<file path="config.mk">
export PLATFORM = sky130hd
export DESIGN_NAME = approx_add_error_monitor_flat
export DESIGN_NICKNAME = d
export VERILOG_FILES = /design/src/rtl/approx_add_error_monitor_pkg.sv /design/src/rtl/approx_add_error_monitor_if.sv /design/src/rtl/approx_add_error_monitor_err_calc.sv /design/src/rtl/approx_add_error_monitor.sv /design/src/flat_wrapper.sv
export SDC_FILE = /design/constraint.sdc
export NUM_CORES = 1
export LEC_CHECK = 0
export ABC_AREA = 1
export BUFFER_PORTS_ARGS = -buffer_cell sky130_fd_sc_hd__buf_2
export CAP_MARGIN = 10
export CORE_UTILIZATION = 40
export CTS_BUF_LIST = sky130_fd_sc_hd__clkbuf_16
export DETAILED_ROUTE_END_ITERATION = 8
export SYNTH_ARGS = -nofsm -noshare
export SYNTH_HDL_FRONTEND = slang
export SYNTH_SLANG_ARGS = --single-unit
</file>
<file path="constraint.sdc">
create_clock -name clk -period 4.04 [get_ports clk]
set_input_delay 1.212 -clock clk [delete_from_list [all_inputs] [get_ports clk]]
set_output_delay 1.212 -clock clk [all_outputs]
set_load 0.05 [all_outputs]
</file>
<file path="src/rtl/approx_add_error_monitor_pkg.sv">
// Shared types and width rules for the approximate-adder error monitors.
package approx_mon_pkg;

    typedef enum logic [1:0] {
        COLLECT = 2'd0,
        DRAIN   = 2'd1,
        REPORT  = 2'd2
    } state_t;

    // Absolute-error accumulator: a full window of maximum-size errors cannot overflow it.
    function automatic int acc_w(input int width, input int win_log2);
        return width + 1 + win_log2;
    endfunction

    function automatic int bias_w(input int width, input int win_log2);
        return acc_w(width, win_log2) + 1;
    endfunction

endpackage

</file>
<file path="src/rtl/approx_add_error_monitor_if.sv">
// Sample stream and report stream of the error monitor.
// Handshake: a transfer happens on a rising clk edge where valid and ready are both 1; valid holds its payload until then.
interface approx_add_error_monitor_if
    import approx_mon_pkg::*;
#(
    parameter int WIDTH    = 8,
    parameter int WIN_LOG2 = 8
);
    localparam int ACC_W  = acc_w(WIDTH, WIN_LOG2);
    localparam int BIAS_W = bias_w(WIDTH, WIN_LOG2);

    logic                in_valid;
    logic                in_ready;
    logic [WIDTH-1:0]    in_a;
    logic [WIDTH-1:0]    in_b;
    logic [WIDTH:0]      in_sum;
    logic                rpt_valid;
    logic                rpt_ready;
    logic [ACC_W-1:0]    rpt_abs_sum;
    logic [BIAS_W-1:0]   rpt_bias;
    logic [WIDTH:0]      rpt_max;
    logic [WIN_LOG2:0]   rpt_err_cnt;

    modport master (
        output in_valid, in_a, in_b, in_sum, rpt_ready,
        input  in_ready, rpt_valid, rpt_abs_sum, rpt_bias, rpt_max, rpt_err_cnt
    );

    modport slave (
        input  in_valid, in_a, in_b, in_sum, rpt_ready,
        output in_ready, rpt_valid, rpt_abs_sum, rpt_bias, rpt_max, rpt_err_cnt
    );

endinterface

</file>
<file path="src/rtl/approx_add_error_monitor_err_calc.sv">
// Combinational error of one approximate sum against the exact sum a+b.
module approx_err_calc #(
    parameter int WIDTH = 8
) (
    input  logic [WIDTH-1:0]        a,
    input  logic [WIDTH-1:0]        b,
    input  logic [WIDTH:0]          sum,
    output logic signed [WIDTH+1:0] diff,
    output logic [WIDTH:0]          absd,
    output logic                    err
);
    logic [WIDTH+1:0] exact;

    assign exact = {2'b00, a} + {2'b00, b};
    assign diff  = signed'({1'b0, sum} - exact);
    // Both sums lie in [0, 2**(WIDTH+1)-1], so the magnitude fits in WIDTH+1 bits.
    assign absd  = diff[WIDTH+1] ? (WIDTH+1)'(-diff) : (WIDTH+1)'(diff);
    assign err   = (diff != '0);

endmodule

</file>
<file path="src/rtl/approx_add_error_monitor.sv">
// Windowed error statistics (MAE, max, error count, bias) for an approximate adder.
module approx_add_error_monitor
    import approx_mon_pkg::*;
#(
    parameter int WIDTH    = 8,
    parameter int WIN_LOG2 = 8
) (
    input  logic                         clk,
    input  logic                         rst,
    input  logic                         clear,
    approx_add_error_monitor_if.slave    bus,
    output state_t                       dbg_state
);
    localparam int ACC_W  = acc_w(WIDTH, WIN_LOG2);
    localparam int BIAS_W = bias_w(WIDTH, WIN_LOG2);
    localparam logic [WIN_LOG2:0] WIN_N    = {1'b1, {WIN_LOG2{1'b0}}};
    localparam logic [WIN_LOG2:0] WIN_LAST = WIN_N - 1'b1;

    state_t                  state, state_next;
    logic                    in_ready, rpt_valid, accept, done;
    logic [WIN_LOG2:0]       count;
    logic signed [WIDTH+1:0] diff, s1_diff;
    logic [WIDTH:0]          absd, s1_absd;
    logic                    err, s1_err, s1_valid;
    logic [ACC_W-1:0]        abs_sum;
    logic [BIAS_W-1:0]       bias;
    logic [WIDTH:0]          max_err;
    logic [WIN_LOG2:0]       err_cnt;

    approx_err_calc #(.WIDTH(WIDTH)) u_calc (
        .a    (bus.in_a),
        .b    (bus.in_b),
        .sum  (bus.in_sum),
        .diff (diff),
        .absd (absd),
        .err  (err)
    );

    assign accept = bus.in_valid && in_ready;
    assign done   = rpt_valid && bus.rpt_ready;

    always_ff @(posedge clk or posedge rst) begin
        if (rst) state <= COLLECT;
        else     state <= state_next;
    end

    always_comb begin
        state_next = state;
        in_ready   = 1'b0;
        rpt_valid  = 1'b0;
        case (state)
            COLLECT: begin
                in_ready = (count < WIN_N);
                if (bus.in_valid && count == WIN_LAST) state_next = DRAIN;
            end
            DRAIN:   state_next = REPORT;
            REPORT: begin
                rpt_valid = 1'b1;
                if (bus.rpt_ready) state_next = COLLECT;
            end
            default: state_next = COLLECT;
        endcase
        if (clear) state_next = COLLECT;
    end

    // Stage 1 registers the per-sample error; stage 2 folds it into the window totals.
    always_ff @(posedge clk or posedge rst) begin
        if (rst) begin
            count    <= '0;
            s1_valid <= 1'b0;
            s1_diff  <= '0;
            s1_absd  <= '0;
            s1_err   <= 1'b0;
            abs_sum  <= '0;
            bias     <= '0;
            max_err  <= '0;
            err_cnt  <= '0;
        end else if (clear || done) begin
            count    <= '0;
            s1_valid <= 1'b0;
            abs_sum  <= '0;
            bias     <= '0;
            max_err  <= '0;
            err_cnt  <= '0;
        end else begin
            s1_valid <= accept;
            if (accept) begin
                s1_diff <= diff;
                s1_absd <= absd;
                s1_err  <= err;
                count   <= count + 1'b1;
            end
            if (s1_valid) begin
                abs_sum <= abs_sum + ACC_W'(s1_absd);
                bias    <= bias + {{(BIAS_W-WIDTH-2){s1_diff[WIDTH+1]}}, s1_diff};
                if (s1_absd > max_err) max_err <= s1_absd;
                err_cnt <= err_cnt + (WIN_LOG2+1)'(s1_err);
            end
        end
    end

    assign bus.in_ready    = in_ready;
    assign bus.rpt_valid   = rpt_valid;
    assign bus.rpt_abs_sum = abs_sum;
    assign bus.rpt_bias    = bias;
    assign bus.rpt_max     = max_err;
    assign bus.rpt_err_cnt = err_cnt;
    assign dbg_state       = state;

endmodule
</file>
<file path="src/flat_wrapper.sv">
// flat-port wrapper written by rule: the top's interface ports become plain ports
module approx_add_error_monitor_flat import approx_mon_pkg::*;
#(
    parameter int WIDTH    = 8,
    parameter int WIN_LOG2 = 8
)
  (clk, rst, clear, dbg_state, bus_in_valid, bus_in_a, bus_in_b, bus_in_sum, bus_rpt_ready, bus_in_ready, bus_rpt_valid, bus_rpt_abs_sum, bus_rpt_bias, bus_rpt_max, bus_rpt_err_cnt);
  approx_add_error_monitor_if #(.WIDTH(WIDTH), .WIN_LOG2(WIN_LOG2)) bus_i ();
  input  logic clk;
  input  logic rst;
  input  logic clear;
  output state_t dbg_state;
  input wire logic [$bits(bus_i.in_valid)-1:0] bus_in_valid;
  input wire logic [$bits(bus_i.in_a)-1:0] bus_in_a;
  input wire logic [$bits(bus_i.in_b)-1:0] bus_in_b;
  input wire logic [$bits(bus_i.in_sum)-1:0] bus_in_sum;
  input wire logic [$bits(bus_i.rpt_ready)-1:0] bus_rpt_ready;
  output wire logic [$bits(bus_i.in_ready)-1:0] bus_in_ready;
  output wire logic [$bits(bus_i.rpt_valid)-1:0] bus_rpt_valid;
  output wire logic [$bits(bus_i.rpt_abs_sum)-1:0] bus_rpt_abs_sum;
  output wire logic [$bits(bus_i.rpt_bias)-1:0] bus_rpt_bias;
  output wire logic [$bits(bus_i.rpt_max)-1:0] bus_rpt_max;
  output wire logic [$bits(bus_i.rpt_err_cnt)-1:0] bus_rpt_err_cnt;
  assign bus_i.in_valid = bus_in_valid;
  assign bus_i.in_a = bus_in_a;
  assign bus_i.in_b = bus_in_b;
  assign bus_i.in_sum = bus_in_sum;
  assign bus_i.rpt_ready = bus_rpt_ready;
  assign bus_in_ready = bus_i.in_ready;
  assign bus_rpt_valid = bus_i.rpt_valid;
  assign bus_rpt_abs_sum = bus_i.rpt_abs_sum;
  assign bus_rpt_bias = bus_i.rpt_bias;
  assign bus_rpt_max = bus_i.rpt_max;
  assign bus_rpt_err_cnt = bus_i.rpt_err_cnt;
  approx_add_error_monitor #(.WIDTH(WIDTH), .WIN_LOG2(WIN_LOG2)) u_core (.clk(clk), .rst(rst), .clear(clear), .bus(bus_i), .dbg_state(dbg_state));
endmodule
</file>
==> out/metrics.csv, run 1 <==
stage,metric,value,unit
status,outcome,"finished, final reports clean",
setup_path,worst r2r src,u_core.s1_absd[0],
placement,I/O Buffers,86,
detailed_routing,vias,5104,
setup_path,CP max FO,7,
clock_tree,clock root buffer,clkbuf_16,
power,"Power, Total",0.003237,W
synthesis,Post-Syn Area,5783,um^2
timing,Slew HR,66.34,%
clock_tree,clk_lat worst skew,0.35,ns
synthesis,synthesized instance count,766,
placement,dpl cells,1026,
synthesis,top post-synthesis cells by area,"dfrtp_1 (36%), nand2_1 (13%), ha_1 (11%)",
timing,Max Clk Rate,323.4,MHz
die,FP Rows,43,
timing,setup_tns,0,ns
timing,Layout Skew,0.008306,ns
synthesis,combinational family with the most area after synthesis,simple AND/OR/NAND/NOR gates,
layout,P&R area growth vs syn,16.14,%
hold_path,Hold Path Class,flop to flop,
synthesis,Yosys reg bits,84,
timing,Final Max Slew Viols,0,
timing,final setup fails,0,
timing,Fin. Hold Viols,0,
hold_path,min-delay src,u_core.s1_diff[6],
detailed_routing,DRT iter0 DRCs,212,
setup_path,CP required,4.28,ns
synthesis,most numerous cell in the Yosys netlist,nand2_1,
synthesis,simple-gate share of the synthesized area,27.39,%
clock_tree,clock tree buffer depth,2,
synthesis,top-area cell type share of the netlist area,36.35,%
clock_tree,"Clk pin slew, worst setup/hold paths",0.06,ns
setup_path,CP Launch Type,primary input,
setup_path,R2R Setup Slk,1.63,ns
detailed_routing,post-route ant nets,0,
synthesis,Synth Area in XOR/XNOR,2.423,%
setup_path,WP data arrival,3.33,ns
placement,DP Worst Slack,0.6011,ns
timing,RSZ-0062 raised after global routing,no,
die,Die Span Y,122.2,um
synthesis,Synth warnings,0,
clock_tree,CTS Buf Count,9,
grt,first-pass GRT wire length,22300,um
timing,worst slew pin tran,0.5049,ns
synthesis,dominant cell type by area after synthesis,dfrtp_1,
detailed_routing,Total Wirelength,13410,um
die,initial core utilization,41.34,%
synthesis,number of flops mapped to enable cells by yosys,0,
timing,Tcrit/Tclk final,76.54,%
setup_path,Worst setup endpoint,u_core.s1_absd[8],
power,peak supply drop,0.2399,mV
placement,Final Wtd Congestion,0.8455,
layout,n_diodes,0,
timing,Period minus WS final,3.092,ns
synthesis,adder-cell area share of the yosys netlist,14.06,%
die,Top Ports,87,
clock_tree,Sinks on Clock Net,84,
synthesis,multiplexer area fraction after synthesis,0,%
grt,total grt overflow,0,
setup_path,crit path capture type,flop,
timing,final worst slack,0.9478,ns
grt,Total GRT Usage,19.15,%
layout,layout cell share with drive strength beyond 1,14.15,%
clock_tree,setup bufs post-CTS,0,
grt,largest net degree at the start of global routing,85,
clock_tree,# resized after CTS,0,
die,die area,14940,um^2
detailed_routing,per-cell routed wire length,12.86,um
setup_path,R2R cell count,10,
run,number of max-cap violations,0,
synthesis,Syn Nets,855,
setup_path,critical path type,primary input to flop,
clock_tree,number of hold buffers added after cts,0,
die,die width,122.2,um
clock_tree,Max H-tree Level,3,
synthesis,syn_area_per_cell,7.550,um^2
power,PD cells,481.9,nW/um^2
synthesis,post-synth cell types,43,
detailed_routing,DRT Pass-1 Iters,4,
detailed_routing,Vias per Instance,4.898,
synthesis,sequential share of the synthesized area,36.35,%
synthesis,Post-synth top flop,dfrtp_1,
synthesis,Synth Area in Compound Gates,12.53,%
layout,number of cells in the finished layout apart from fillers,1042,
die,Core Region,13990,um^2
placement,Final HPWL DP,10250,um
grt,antenna violations before repair,0,
synthesis,Post-synth top cells,"nand2_1 (196), inv_1 (92), dfrtp_1 (84), nor2_1 (82)",
clock_tree,CTS tree,done,
setup_path,Worst Setup SP,bus_in_sum[2],
detailed_routing,Remaining DRCs,0,
setup_path,Crit Reg-Reg Endpoint,u_core.bus.rpt_bias[12],
grt,vias in the first global route,4635,
power,Leakage,3.583,nW
synthesis,Post-synth ARST share,100.0,%
layout,Fillers,1457,
layout,nets@finish,946,
worst min-delay path by stage:
stage                        end  slack, ns  cells past startpoint
6_report       u_core.s1_diff[6]       0.50                      2
5_1_grt        u_core.s1_diff[5]       0.51                      1
4_1_cts        u_core.s1_diff[6]       0.50                      2
3_5_place_dp   u_core.s1_diff[6]       0.49                      2
3_3_place_gp   u_core.s1_diff[6]       0.48                      2
2_1_floorplan  u_core.s1_diff[6]       0.45                      2
per-layer routing:
metal | track usage, % | wire length (um) | part of all wire (%) | vias to the layer above
li1 | - | - | - | 2698
met1 | 27.04 | 6901 | 51 | 2290
met2 | 29.49 | 5780 | 43 | 104
met3 | 2.649 | 489 | 3.6 | 12
met4 | 7.622 | 233 | 1.7 | 0
met5 | 0 | 0 | 0 | -
worst max-delay path, cell delays in order:
cell	delay [ns]
buf_2	0.11
fa_1	0.47
ha_1	0.35
inv_1	0.07
nand2_1	0.09
nand3_1	0.11
nand2_1	0.09
nand2_1	0.05
o21ai_1	0.31
inv_1	0.20
nand2_1	0.11
nand2_1	0.05
nand3_1	0.06
nand2_1	0.05
report_power, final:
| group | leakage, nW | internal (W) | switching (W) |
|---|---|---|---|
| combinational | 2.31 | 0.000438 | 0.000887 |
| clock | 0.149 | 0.000471 | 0.000341 |
| sequential | 1.12 | 0.000960 | 0.000139 |
| total | 3.58 | 0.00187 | 0.00137 |
sequential cells by signal (all words and copies together) (netlist names):
name and flops:
u_core.s1_absd 9, u_core.bus.rpt_bias 18, u_core.s1_err 1, u_core.bus.rpt_err_cnt 9, u_core.dbg_state 2, u_core.count 9
u_core.s1_valid 1, u_core.bus.rpt_max 9, u_core.s1_diff 9, u_core.bus.rpt_abs_sum 17
layout make-up:
type	count	area, um^2	area share, %
clock buffer	9	225.2	3.353
clock inverter	7	60.06	0.8942
inverter	96	361.6	5.384
multi-input combinational	575	3262	48.57
sequential	84	2102	31.30
tap	180	225.2	3.353
timing repair buffer	91	480.5	7.154
cell families after synthesis:
kind of cell / Yosys count
flops: 84
xor+xnor: 16
compound gates: 127
buf+inv: 107
simple gates: 373
fa+ha+maj: 59
cell usage in the layout (no fill, tap or decap), types with 3 or more instances in the layout:
cell type,count
a21o_1,4
a21oi_1,45
a22o_1,4
buf_2,86
buf_4,4
clkbuf_16,9
clkinv_2,3
dfrtp_1,84
fa_1,10
ha_1,49
inv_1,93
inv_2,4
nand2_1,196
nand3_1,50
nand3b_1,3
nand4_1,13
nor2_1,82
nor3_1,11
nor4_1,3
o21a_1,3
o21ai_0,50
o21ai_1,3
o21bai_1,4
o22ai_1,4
or2_2,6
xnor2_1,6
xor2_1,10
per-stage QoR:
| stage | hold WS, ns | area [um^2] | util (%) |
|---|---|---|---|
| 4_1_cts | 0.5016 | 6716 | 48.01 |
| 6_report | 0.5011 | 6716 | 48.01 |
| 2_1_floorplan | 0.4529 | 5783 | - |
| 5_1_grt | 0.5128 | 6716 | 48.01 |
| 3_5_place_dp | 0.4867 | 6431 | 45.98 |
| 3_3_place_gp | 0.4835 | 6431 | 45.98 |
Power figures use the tool's default switching activity.
==> run 2, diff against run 1 <==
--- a/config.mk
+++ b/config.mk
@@ -5,7 +5,7 @@
 export SDC_FILE = /design/constraint.sdc
 export NUM_CORES = 1
 export LEC_CHECK = 0
-export ABC_AREA = 1
+export ABC_AREA = 0
 export BUFFER_PORTS_ARGS = -buffer_cell sky130_fd_sc_hd__buf_2
 export CAP_MARGIN = 10
 export CORE_UTILIZATION = 40
==> constraint.sdc (replaced) <==
create_clock -name clk -period 2.7 [get_ports clk]
set_input_delay 0.81 -clock clk [delete_from_list [all_inputs] [get_ports clk]]
set_output_delay 0.81 -clock clk [all_outputs]
set_load 0.05 [all_outputs]
==> run 2 against run 1 <==
The run now ends with setup timing left. Sequential share of layout area shrank 2.7 points. Critical path depth shrank 4. Clock skew is essentially flat.
==> out/metrics.csv, run 2 <==
stage,metric,value,unit
timing,worst slew pin tran,0.6221,ns
power,Comb power frac,46.0,%
die,Top Ports,87,
setup_path,WP data arrival,3.19,ns
layout,P&R area growth vs syn,27.16,%
grt,antenna violations before repair,0,
layout,max reg flops,18,
clock_tree,clock root buffer,clkbuf_16,
die,Die Span Y,122.2,um
synthesis,Post-synth top cells,"nor2_1 (88), dfrtp_1 (84), nand2_1 (64), ha_1 (49), inv_1 (46)",
layout,nets@finish,873,
synthesis,post-synth cell types,64,
layout,area occupied by multi-input gates,3578,um^2
detailed_routing,DRT Pass-1 Iters,4,
synthesis,synthesized instance count,645,
detailed_routing,vias,5040,
setup_path,CP Launch Type,primary input,
synthesis,top post-synthesis cells by area,"dfrtp_1 (36%), ha_1 (11%), nor2_1 (5.7%)",
clock_tree,clk_lat worst skew,0.34,ns
clock_tree,CTS tree,done,
layout,"commonest cells after routing, fill and taps aside","nor2_1 (85), buf_2 (84), dfrtp_1 (84)",
clock_tree,Sinks on Clock Net,84,
setup_path,CP max FO,7,
synthesis,syn_area_per_cell,8.956,um^2
setup_path,kind of cell adding the most delay to the critical path,adder cells,
detailed_routing,DRT iter0 DRCs,435,
power,Internal,0.003450,W
layout,number of cells in the finished layout apart from fillers,967,
timing,Period minus WS final,2.910,ns
die,initial core utilization,41.30,%
die,die area,14930,um^2
status,failing checks,setup timing,
synthesis,Post-synth top flop,dfrtp_1,
timing,Tcrit/Tclk final,107.8,%
synthesis,top-area cell type share of the netlist area,36.39,%
power,P_sw,0.002194,W
grt,Total GRT Usage,19.45,%
run,number of max-cap violations,0,
placement,dpl cells,949,
timing,Max Clk Rate,343.7,MHz
clock_tree,Max H-tree Level,3,
timing,Layout Skew,0.007934,ns
detailed_routing,per-cell routed wire length,14.14,um
timing,RSZ-0062 raised after global routing,yes,
setup_path,crit path capture type,flop,
layout,layout cell share with drive strength beyond 1,25.79,%
detailed_routing,Remaining DRCs,0,
synthesis,number of flops mapped to enable cells by yosys,0,
hold_path,Hold Path Class,flop to flop,
placement,DP Worst Slack,-0.6945,ns
synthesis,Synth warnings,0,
synthesis,sequential share of the synthesized area,36.39,%
placement,I/O Buffers,86,
placement,Final Wtd Congestion,0.9068,
timing,Final Max Slew Viols,0,
setup_path,max incr delay on CP,0.51,ns
synthesis,Syn Nets,734,
detailed_routing,Total Wirelength,13680,um
layout,fin util,52.51,%
power,Clk pwr share,24.7,%
clock_tree,CTS Buf Count,9,
setup_path,CP required,2.98,ns
power,switching share of power,38.87,%
timing,setup_tns,-0.5988,ns
synthesis,most numerous cell in the Yosys netlist,nor2_1,
grt,total grt overflow,0,
die,die width,122.2,um
status,outcome,finished with violations,
layout,"commonest non-fill, non-tap cell in the layout",nor2_1,
clock_tree,clock tree buffer depth,2,
power,Seq pwr share,29.3,%
power,PD cells,768.2,nW/um^2
synthesis,Post-Syn Area,5777,um^2
grt,vias in the first global route,4812,
timing,Fin. Hold Viols,0,
timing,final worst slack,-0.2099,ns
setup_path,Crit-path slowest cell,fa_1,
synthesis,Yosys reg bits,84,
synthesis,Post-synth ARST share,100.0,%
layout,n_diodes,0,
grt,largest net degree at the start of global routing,85,
setup_path,WP buf/inv,2,
setup_path,critical path type,primary input to flop,
synthesis,dominant cell type by area after synthesis,dfrtp_1,
timing,final setup fails,5,
clock_tree,"Clk pin slew, worst setup/hold paths",0.06,ns
die,Core Region,13990,um^2
layout,register area,2102,um^2
detailed_routing,post-route ant nets,0,
power,peak supply drop,0.3228,mV
grt,first-pass GRT wire length,23000,um
timing,Slew HR,58.52,%
die,FP Rows,43,
placement,Final HPWL DP,10500,um
setup_path,crit path cell chain,buf_2 > fa_1 > ha_4 > inv_1 > a21boi_1 > mux2i_1 > a2111o_1 > nor4b_4 > mux2_4 > nand3_2,
detailed_routing,Vias per Instance,5.212,
layout,Fillers,1339,
power,Leakage,3.581,nW
## run 2: what timing repair did
action / 4_1_cts / 5_1_grt
gates resized for setup: 19 / 13
hold buffers: 0 / 0
pin swaps: 4 / 4
setup endpoints to repair: 11 / 14
setup buffers: 3 / 1
## run 2: final cells by class
type / instances / share of cell area (%)
well taps: 180 / 3.066
inverters: 48 / 2.606
clock inverters: 5 / 1.397
clock buffers: 9 / 3.066
flip-flops and latches: 84 / 28.62
repair buffers: 146 / 12.54
multi-input cells: 495 / 48.71
## run 2: path summary, 6_finish.rpt
kind                                              from                         to  slack [ns]  depth (start not counted)
min in group asynchronous                          rst  u_core.bus.rpt_err_cnt[7]        0.58                          3
worst min register to register       u_core.s1_diff[3]          u_core.s1_diff[3]        0.50                          2
max in group asynchronous                          rst     u_core.bus.rpt_bias[4]        1.76                          3
worst max register to register  u_core.bus.rpt_bias[1]    u_core.bus.rpt_bias[17]        0.23                          8
worst max-delay path                     bus_in_sum[5]          u_core.s1_absd[8]       -0.21                         10
worst min-delay path                 u_core.s1_diff[3]          u_core.s1_diff[3]        0.50                          2
## run 2: worst min-delay path, delay by kind of cell (launching register included)
family	cells	cell delay (ns)
simple gates	1	0.05
compound gates	1	0.07
flops	1	0.35
## run 2: stage by stage
stage               cell area, um^2  power [W]  hold WS [ns]
floorplan                      5864   0.003449        0.4498
global placement               6864   0.004117        0.4848
detailed placement             6864   0.004165        0.4867
CTS                            7292   0.005640        0.5018
global route                   7346   0.006029        0.5294
finish                         7346   0.005643        0.4974
## run 2: cell families after synthesis
family,count (synthesis),synth area share (%)
AO/OA/AOI/OAI,148,16.89
flip-flops,84,36.39
adder cells (fa/ha/maj),59,14.08
buffers and inverters,66,4.418
AND/OR/NAND/NOR,223,17.74
multiplexers,24,4.267
XOR/XNOR,41,6.216
## run 2: per-layer routing
metal / GRT usage [%] / up-vias / wire length [um]
met5: 0 / - / 0
met2: 32.66 / 104 / 6601
met3: 2.715 / 18 / 461
met4: 6.479 / 0 / 210
li1: - / 2538 / -
met1: 25.67 / 2380 / 6403
## run 2: power groups by stage
stage	Sequential [W]	Combinational (W)	Clock, W
CTS	0.00166	0.00257	0.00142
detailed placement	0.00168	0.00249	0
floorplan	0.00193	0.00152	0
finish	0.00165	0.00260	0.00139
global placement	0.00167	0.00244	0
global route	0.00168	0.00288	0.00146
